[src/rtl/palette_pkg.sv]
// Shared constants and state encoding for the palette memory controller.
package palette_pkg;

  localparam int PAL_ADDR_W = 10;
  localparam int PAL_DATA_W = 16;
  localparam int PAL_DEPTH  = 2 ** PAL_ADDR_W;

  // Controller states: idle, bulk clear, write ack, read access, read ack.
  typedef enum logic [2:0] {
    IDLE,
    CLEAR,
    WRACK,
    RDWAIT,
    RDACK
  } pal_state_e;

endpackage

[src/rtl/palette_ctrl.sv]
// Port-1 arbiter/sequencer for the palette memory: host single-word
// read/write, bulk clear, and optional blank-only host writes. Port 2 is a
// straight pass-through of the pixel lookup address.
module palette_ctrl
  import palette_pkg::*;
#(
  parameter int              ADDR_W        = PAL_ADDR_W,
  parameter int              DATA_W        = PAL_DATA_W,
  parameter logic [DATA_W-1:0] CLEAR_VALUE = '0,
  parameter bit              BLANK_ONLY_WR = 1'b1
) (
  input  logic              clk,
  input  logic              rst,
  input  logic              host_req,
  input  logic              host_we,
  input  logic [ADDR_W-1:0] host_addr,
  input  logic [DATA_W-1:0] host_wdata,
  output logic              host_ack,
  output logic [DATA_W-1:0] host_rdata,
  input  logic              clear_start,
  output logic              clear_busy,
  output logic              clear_done,
  input  logic              pix_active,
  input  logic [ADDR_W-1:0] pix_addr,
  output logic              mem_we,
  output logic [ADDR_W-1:0] mem_addr1,
  output logic [DATA_W-1:0] mem_wdata,
  input  logic [DATA_W-1:0] mem_rdata1,
  output logic [ADDR_W-1:0] mem_addr2
);

  localparam int CNT_W = ADDR_W + 1;
  // The counter runs one past the last address so the cycle after the final
  // clear write can retire the sequence without a separate flag.
  localparam logic [CNT_W-1:0] CNT_END = CNT_W'(2 ** ADDR_W);
  localparam logic [CNT_W-1:0] CNT_ONE = CNT_W'(1);

  pal_state_e        state_q, state_d;
  logic [CNT_W-1:0]  cnt_q, cnt_d;
  logic              host_ack_q, host_ack_d;
  logic [DATA_W-1:0] host_rdata_q, host_rdata_d;
  logic              clear_busy_q, clear_busy_d;
  logic              clear_done_q, clear_done_d;
  logic              mem_we_q, mem_we_d;
  logic [ADDR_W-1:0] mem_addr1_q, mem_addr1_d;
  logic [DATA_W-1:0] mem_wdata_q, mem_wdata_d;
  logic              wr_allowed;

  assign wr_allowed = !BLANK_ONLY_WR || !pix_active;

  // Next-state and next-output logic for the port-1 sequencer.
  always_comb begin
    // NOTE: every signal gets a default before the case so no path can
    // leave one unassigned and infer a latch.
    state_d      = state_q;
    cnt_d        = cnt_q;
    host_ack_d   = 1'b0;
    host_rdata_d = host_rdata_q;
    clear_busy_d = clear_busy_q;
    clear_done_d = 1'b0;
    mem_we_d     = 1'b0;
    mem_addr1_d  = mem_addr1_q;
    mem_wdata_d  = mem_wdata_q;

    unique case (state_q)
      IDLE: begin
        if (clear_start) begin
          state_d      = CLEAR;
          cnt_d        = '0;
          clear_busy_d = 1'b1;
        end else if (host_req && host_we && wr_allowed) begin
          state_d     = WRACK;
          mem_addr1_d = host_addr;
          mem_wdata_d = host_wdata;
          mem_we_d    = 1'b1;
          host_ack_d  = 1'b1;
        end else if (host_req && !host_we) begin
          state_d     = RDWAIT;
          mem_addr1_d = host_addr;
        end
      end
      WRACK: state_d = IDLE;
      RDWAIT: begin
        // Asynchronous memory: data for mem_addr1 is already on mem_rdata1.
        host_rdata_d = mem_rdata1;
        host_ack_d   = 1'b1;
        state_d      = RDACK;
      end
      RDACK: state_d = IDLE;
      CLEAR: begin
        if (cnt_q == CNT_END) begin
          state_d      = IDLE;
          clear_busy_d = 1'b0;
          clear_done_d = 1'b1;
        end else begin
          mem_we_d    = 1'b1;
          mem_addr1_d = cnt_q[ADDR_W-1:0];
          mem_wdata_d = CLEAR_VALUE;
          cnt_d       = cnt_q + CNT_ONE;
        end
      end
      default: state_d = IDLE;
    endcase
  end

  // State and registered outputs with synchronous reset.
  always_ff @(posedge clk) begin
    // NOTE: sequential state uses non-blocking assignments so every flop
    // samples pre-edge values regardless of statement order.
    if (rst) begin
      state_q      <= IDLE;
      cnt_q        <= '0;
      host_ack_q   <= 1'b0;
      host_rdata_q <= '0;
      clear_busy_q <= 1'b0;
      clear_done_q <= 1'b0;
      mem_we_q     <= 1'b0;
      mem_addr1_q  <= '0;
      mem_wdata_q  <= '0;
    end else begin
      state_q      <= state_d;
      cnt_q        <= cnt_d;
      host_ack_q   <= host_ack_d;
      host_rdata_q <= host_rdata_d;
      clear_busy_q <= clear_busy_d;
      clear_done_q <= clear_done_d;
      mem_we_q     <= mem_we_d;
      mem_addr1_q  <= mem_addr1_d;
      mem_wdata_q  <= mem_wdata_d;
    end
  end

  assign host_ack   = host_ack_q;
  assign host_rdata = host_rdata_q;
  assign clear_busy = clear_busy_q;
  assign clear_done = clear_done_q;
  assign mem_we     = mem_we_q;
  assign mem_addr1  = mem_addr1_q;
  assign mem_wdata  = mem_wdata_q;

  // Port 2 is never blocked: pixel lookups bypass the sequencer entirely.
  assign mem_addr2 = pix_addr;

endmodule

[config.mk]
export PLATFORM = sky130hd
export DESIGN_NAME = palette_ctrl
export DESIGN_NICKNAME = d
export VERILOG_FILES = /design/src/rtl/palette_pkg.sv /design/src/rtl/palette_ctrl.sv
export SDC_FILE = /design/constraint.sdc
export NUM_CORES = 1
export LEC_CHECK = 0
export ABC_AREA = 1
export CAP_MARGIN = 10
export CORE_ASPECT_RATIO = 1.4
export CORE_MARGIN = 8
export CORE_UTILIZATION = 48
export CTS_BUF_LIST = sky130_fd_sc_hd__clkbuf_16
export CTS_CLUSTER_DIAMETER = 30
export DETAILED_ROUTE_END_ITERATION = 16
export PLACE_DENSITY = 0.86
export SLEW_MARGIN = 40
export SYNTH_ARGS = -nofsm -noshare
export SYNTH_HDL_FRONTEND = slang
export SYNTH_SLANG_ARGS = --single-unit
[constraint.sdc]
create_clock -name clk -period 3.3 [get_ports clk]
set_input_delay 0.66 -clock clk [delete_from_list [all_inputs] [get_ports clk]]
set_output_delay 0.66 -clock clk [all_outputs]
set_load 0.005 [all_outputs]
Yosys cells after proc, flatten, opt, wreduce, memory -nomap -nowiden. Index checks and enable logic that the tools add are counted.

Flip-flop bits (word level): 60. Input port bits: 58.

Add/subtract/negate cells: 1. Eq/ne operators: 10. Multiplexer cells: 26. Bitwise operators: 1. Reductions and logical operators: 13.

Operators by type and width (count): two-way mux 16 bit (3); two-way mux 10 bit (4); case mux 16 bit (2 select lines) (1); two-way mux 11 bit (2); case mux 11 bit (2 select lines) (1); case mux 10 bit (2 select lines) (1); two-way mux 3 bit (4); adder 11 x 1 -> 11 bit (second input constant) (1); equality test 11 bit (second input constant) (1); inequality test 2 bit (second input constant) (5); case mux 3 bit (3 select lines) (1); AND reduction 4 bit (2); two-way mux 1 bit (6); case mux 1 bit (2 select lines) (3); AND reduction 3 bit (2); inequality test 4 bit (second input constant) (1); equality test 3 x 1 -> 1 bit (second input constant) (1); equality test 3 x 2 -> 1 bit (second input constant) (1); logical AND 1 bit (3); zero test 3 bit (1); inequality test 3 bit (second input constant) (1); zero test 1 bit (2); AND reduction 2 bit (1); nonzero test 2 bit (1); 2 further kinds (2).

Logic depth before layout (Yosys ltp).
Word-level depth: 6. Mapped depth: 10. Gate-level depth less buffers: 10.

Worst setup path after synthesis. Ideal clock, no wire load.

Path type: input to register. Start point: in host_we. End point: reg mem_wdata_q[0] (netlist: mem_wdata[0]). Arrival time: 1.411 ns. Required time: 3.183 ns. Slack: 1.772 ns. Stages: 6. Cell sequence: inv_1 > nor2_1 > nand4_2 > clkbuf_1 > a22oi_1 > nor2_1.

Longest elaborated chain between the ends: 4.

RTL lines: from (decl) (line palette_ctrl.sv:15) `input logic host_we,`; logical AND 1 bit (2 in series) (line palette_ctrl.sv:71) `end else if (host_req && host_we && wr_allowed) begin`; inequality test 2 bit (no line); AND reduction 4 bit (no line); to (signal assigned) (line palette_ctrl.sv:129) `mem_wdata_q <= mem_wdata_d;`; to (decl) (line palette_ctrl.sv:46) `logic [DATA_W-1:0] mem_wdata_q, mem_wdata_d;`.

Every way passes these cells. A chain may end at the register's enable or synchronous reset.

Final worst setup path.
Start point: reg state_q[2]. End point: reg state_q[1].

Longest elaborated chain between the ends: 3.

RTL lines: from (decl) (line palette_ctrl.sv:38) `pal_state_e state_q, state_d;`; from (signal assigned) (line palette_ctrl.sv:121) `state_q <= state_d;`; equality test 3 x 1 -> 1 bit / zero test 3 bit (equally long branches) (line palette_ctrl.sv:65) `unique case (state_q)`; inequality test 2 bit (no line) / inequality test 4 bit (equally long branches); AND reduction 2 bit (no line).

Several ways; a longest one is shown, not always the timed one.

==> impl_metrics.json <==
{
  "status": "completed",
  "core-area_sq_um": 6170,
  "die_h_um": 110,
  "grt_pass1_vias": 3076,
  "r2r_setup_slack_ps": 1110,
  "syn2layout_area_growth_pct": 38.2,
  "rows": 34,
  "synth_nets": 505,
  "cp_data_arrival_time_ps": 2440,
  "worstPathCellList": "inv_1, nand3_2, buf_4, inv_4, nand2_2, o21ai_1, nor3_1",
  "crit_start": "state_q[2]",
  "first_pass_iters": 5,
  "power_mw": 2.66,
  "htreeDepth": 3,
  "drv_cap": 0,
  "period_minus_slack_ps": 2190,
  "cts_buffer_depth": 2,
  "design_area_sq_um": 4210,
  "cts_tree": "yes",
  "r2r-start": "state_q[2]",
  "clkSlewWorstSetupHoldPaths_ps": 50,
  "max_freq_ghz": 0.457,
  "grt_first_pass_wirelength_mm": 13.9,
  "post-route-util_pct": 68.3,
  "route.detailed.drc": 0,
  "p_leak_nw": 1.91,
  "ios": 114,
  "placed_area_sq_um": 3920,
  "grt_usage_pct": 18.3,
  "tns_ps": 0,
  "ys_async_sr_fraction_pct": 0,
  "diodes": 0,
  "postRouteAntennaNets": 0,
  "synth_top_area_share_pct": 39.4,
  "wl_per_cell_um": 14.1,
  "hold-path-cell-count": 2,
  "min-delay-start": "clear_busy",
  "place_hpwl_mm": 6.01,
  "nNetsFinal": 581,
  "antenna_found_initial": 0,
  "fill_cells": 514,
  "numPortBuffers": 93,
  "timing.final.ws_setup_ps": 1110,
  "critPathMaxFanout": 36,
  "powerDensity_nw_per_um2": 633,
  "r2r_end": "state_q[1]",
  "synthTopCellsByArea": "dfxtp_1 39%, nand2_1 12%, nor2_1 10%",
  "rr_worst_depth": 7,
  "min_to": "clear_busy",
  "slew_headroom_pct": 57.5,
  "yosysTopAreaCell": "dfxtp_1",
  "tightest_slew_ps": 635,
  "synth_area_sq_um": 3050,
  "postCtsHoldBufs": 0,
  "report.final.hold_viol_count": 0,
  "grt-ovfl-total": 0,
  "stdcell_count": 598,
  "clk_latency_ps": 330,
  "dieWidth_um": 83.3,
  "synth_top_flop_cell": "dfxtp_1",
  "clkSinkCount": 60,
  "post-route-period-util_pct": 66.3,
  "syn-instance-count": 445,
  "drt_wl_total_mm": 8.45,
  "post-cts-setup-buffers": 0,
  "whs_ps": 468,
  "place_ws_ps": 799,
  "hold_class": "reg -> reg",
  "yosys_warnings": 0,
  "synthTopCellsByCount": "98 x nand2_1, 81 x nor2_1, 60 x dfxtp_1, 52 x inv_1, 24 x o21ai_0",
  "drt_iter0_markers": 263,
  "place_inst": 582,
  "ys_seq_area_share_pct": 39.4,
  "setup_viol": 0,
  "avgViaCountPerCell": 5.18,
  "crit_slowest_cell": "nand2_2",
  "grt_max_degree": 37,
  "ys_types": 27,
  "slew_viol_final": 0,
  "globalplace.congestion": 0.897,
  "die-area_sq_um": 9190,
  "rsz0062_at_grt": "false",
  "syn-mean-instance-area_sq_um": 6.85,
  "vias": 3095,
  "peakVddDrop_mv": 0.506,
  "finClkSkew_ps": 7.27,
  "cts.repair.resized": 0,
  "root_buffer": "clkbuf_16",
  "numCtsBuffers": 9,
  "end_kind": "flop",
  "ys_ff_latch": 60,
  "synth_edf_count": 0,
  "drive_above_1_share_pct": 6.65,
  "start_kind": "flop",
  "worstPathRequired_ps": 3550,
  "start_util_pct": 49.4,
  "path_class": "reg -> reg",
  "yosysMostFrequentCell": "nand2_1",
  "crit_path_max_incr_delay_ps": 500
}
==> area by class of cell <==
type	instances	area [sq um]	share of cell area, %
timing repair buffer	99	976	23.2
sequential	60	1200	28.5
clock buffer	9	225	5.35
tap	72	90.1	2.14
clock inverter	7	67.6	1.60
multi-input combinational	296	1440	34.3
inverter	55	209	4.96
==> critical path, delay by kind of cell, from the launching register on <==
kind / cells / cell delay (ps)
AO/OA/AOI/OAI: 1 / 190
flip-flops: 1 / 440
buffers and inverters: 3 / 690
AND/OR/NAND/NOR: 3 / 770
==> cell usage in the layout, fill, tap and decap left out <==
cell type and instances:
nand4_1 21, nand3_1 11, nand3_2 2, nor2_2 1, clkinv_4 2, nand3_4 1
nor3b_1 1, nand4_2 1, bufinv_16 1, nand2_2 3, o211ai_1 1, nand2_1 98
clkinvlp_4 1, nor2_1 81, clkdlybuf4s50_1 93, nor3_1 1, clkinv_1 2, ha_1 2
inv_4 1, nor3_4 2, o21ai_0 24, or2_2 1, inv_1 51, clkbuf_16 9
dfxtp_1 60, a21oi_1 12, nand3b_1 16, buf_4 6, clkinv_2 1, inv_2 3
a22oi_1 16, o21ai_1 1
==> worst max path at each step <==
stage               slack [ps]  cells past startpoint             end
detailed placement         800                      6  host_rdata[15]
finish                    1110                      7      state_q[1]
floorplan                 1770                      6    mem_wdata[0]
CTS                       1120                      8   mem_wdata[10]
global placement           870                      6  host_rdata[15]
global route               880                      8      state_q[0]
==> state kept, by name, summed over array words and instances (netlist names) <==
name,flops
mem_we,1
state_q,3
host_rdata,16
clear_busy,1
mem_addr1,10
mem_wdata,16
cnt_q,11
host_ack,1
clear_done,1
==> cells by family (layout without fill, tap and decap cells) <==
family          count (synthesis)  count (layout)  synth area share [%]
simple gates                  240             240                  36.3
buf+inv                        89             170                  13.2
flops                          60              60                  39.4
fa+ha+maj                       2               2                 0.821
compound gates                 54              54                  10.3
==> power breakdown <==
part | switching (mW) | total [mW] | leakage (nW) | internal, mW
clock network | 0.326 | 0.905 | 0.140 | 0.579
logic | 0.438 | 0.843 | 1.28 | 0.405
registers | 0.0743 | 0.917 | 0.491 | 0.842
total | 0.838 | 2.66 | 1.91 | 1.83
==> routing by layer <==
metal / GRT usage (%) / share of wire (%) / vias up
li1: - / - / 1562
met1: 18.9 / 39 / 1385
met2: 32.1 / 51 / 128
met3: 6.76 / 8.1 / 20
met4: 9.32 / 1.9 / 0
met5: 0 / 0 / -
Note: power is estimated with default switching activity, not from simulation.
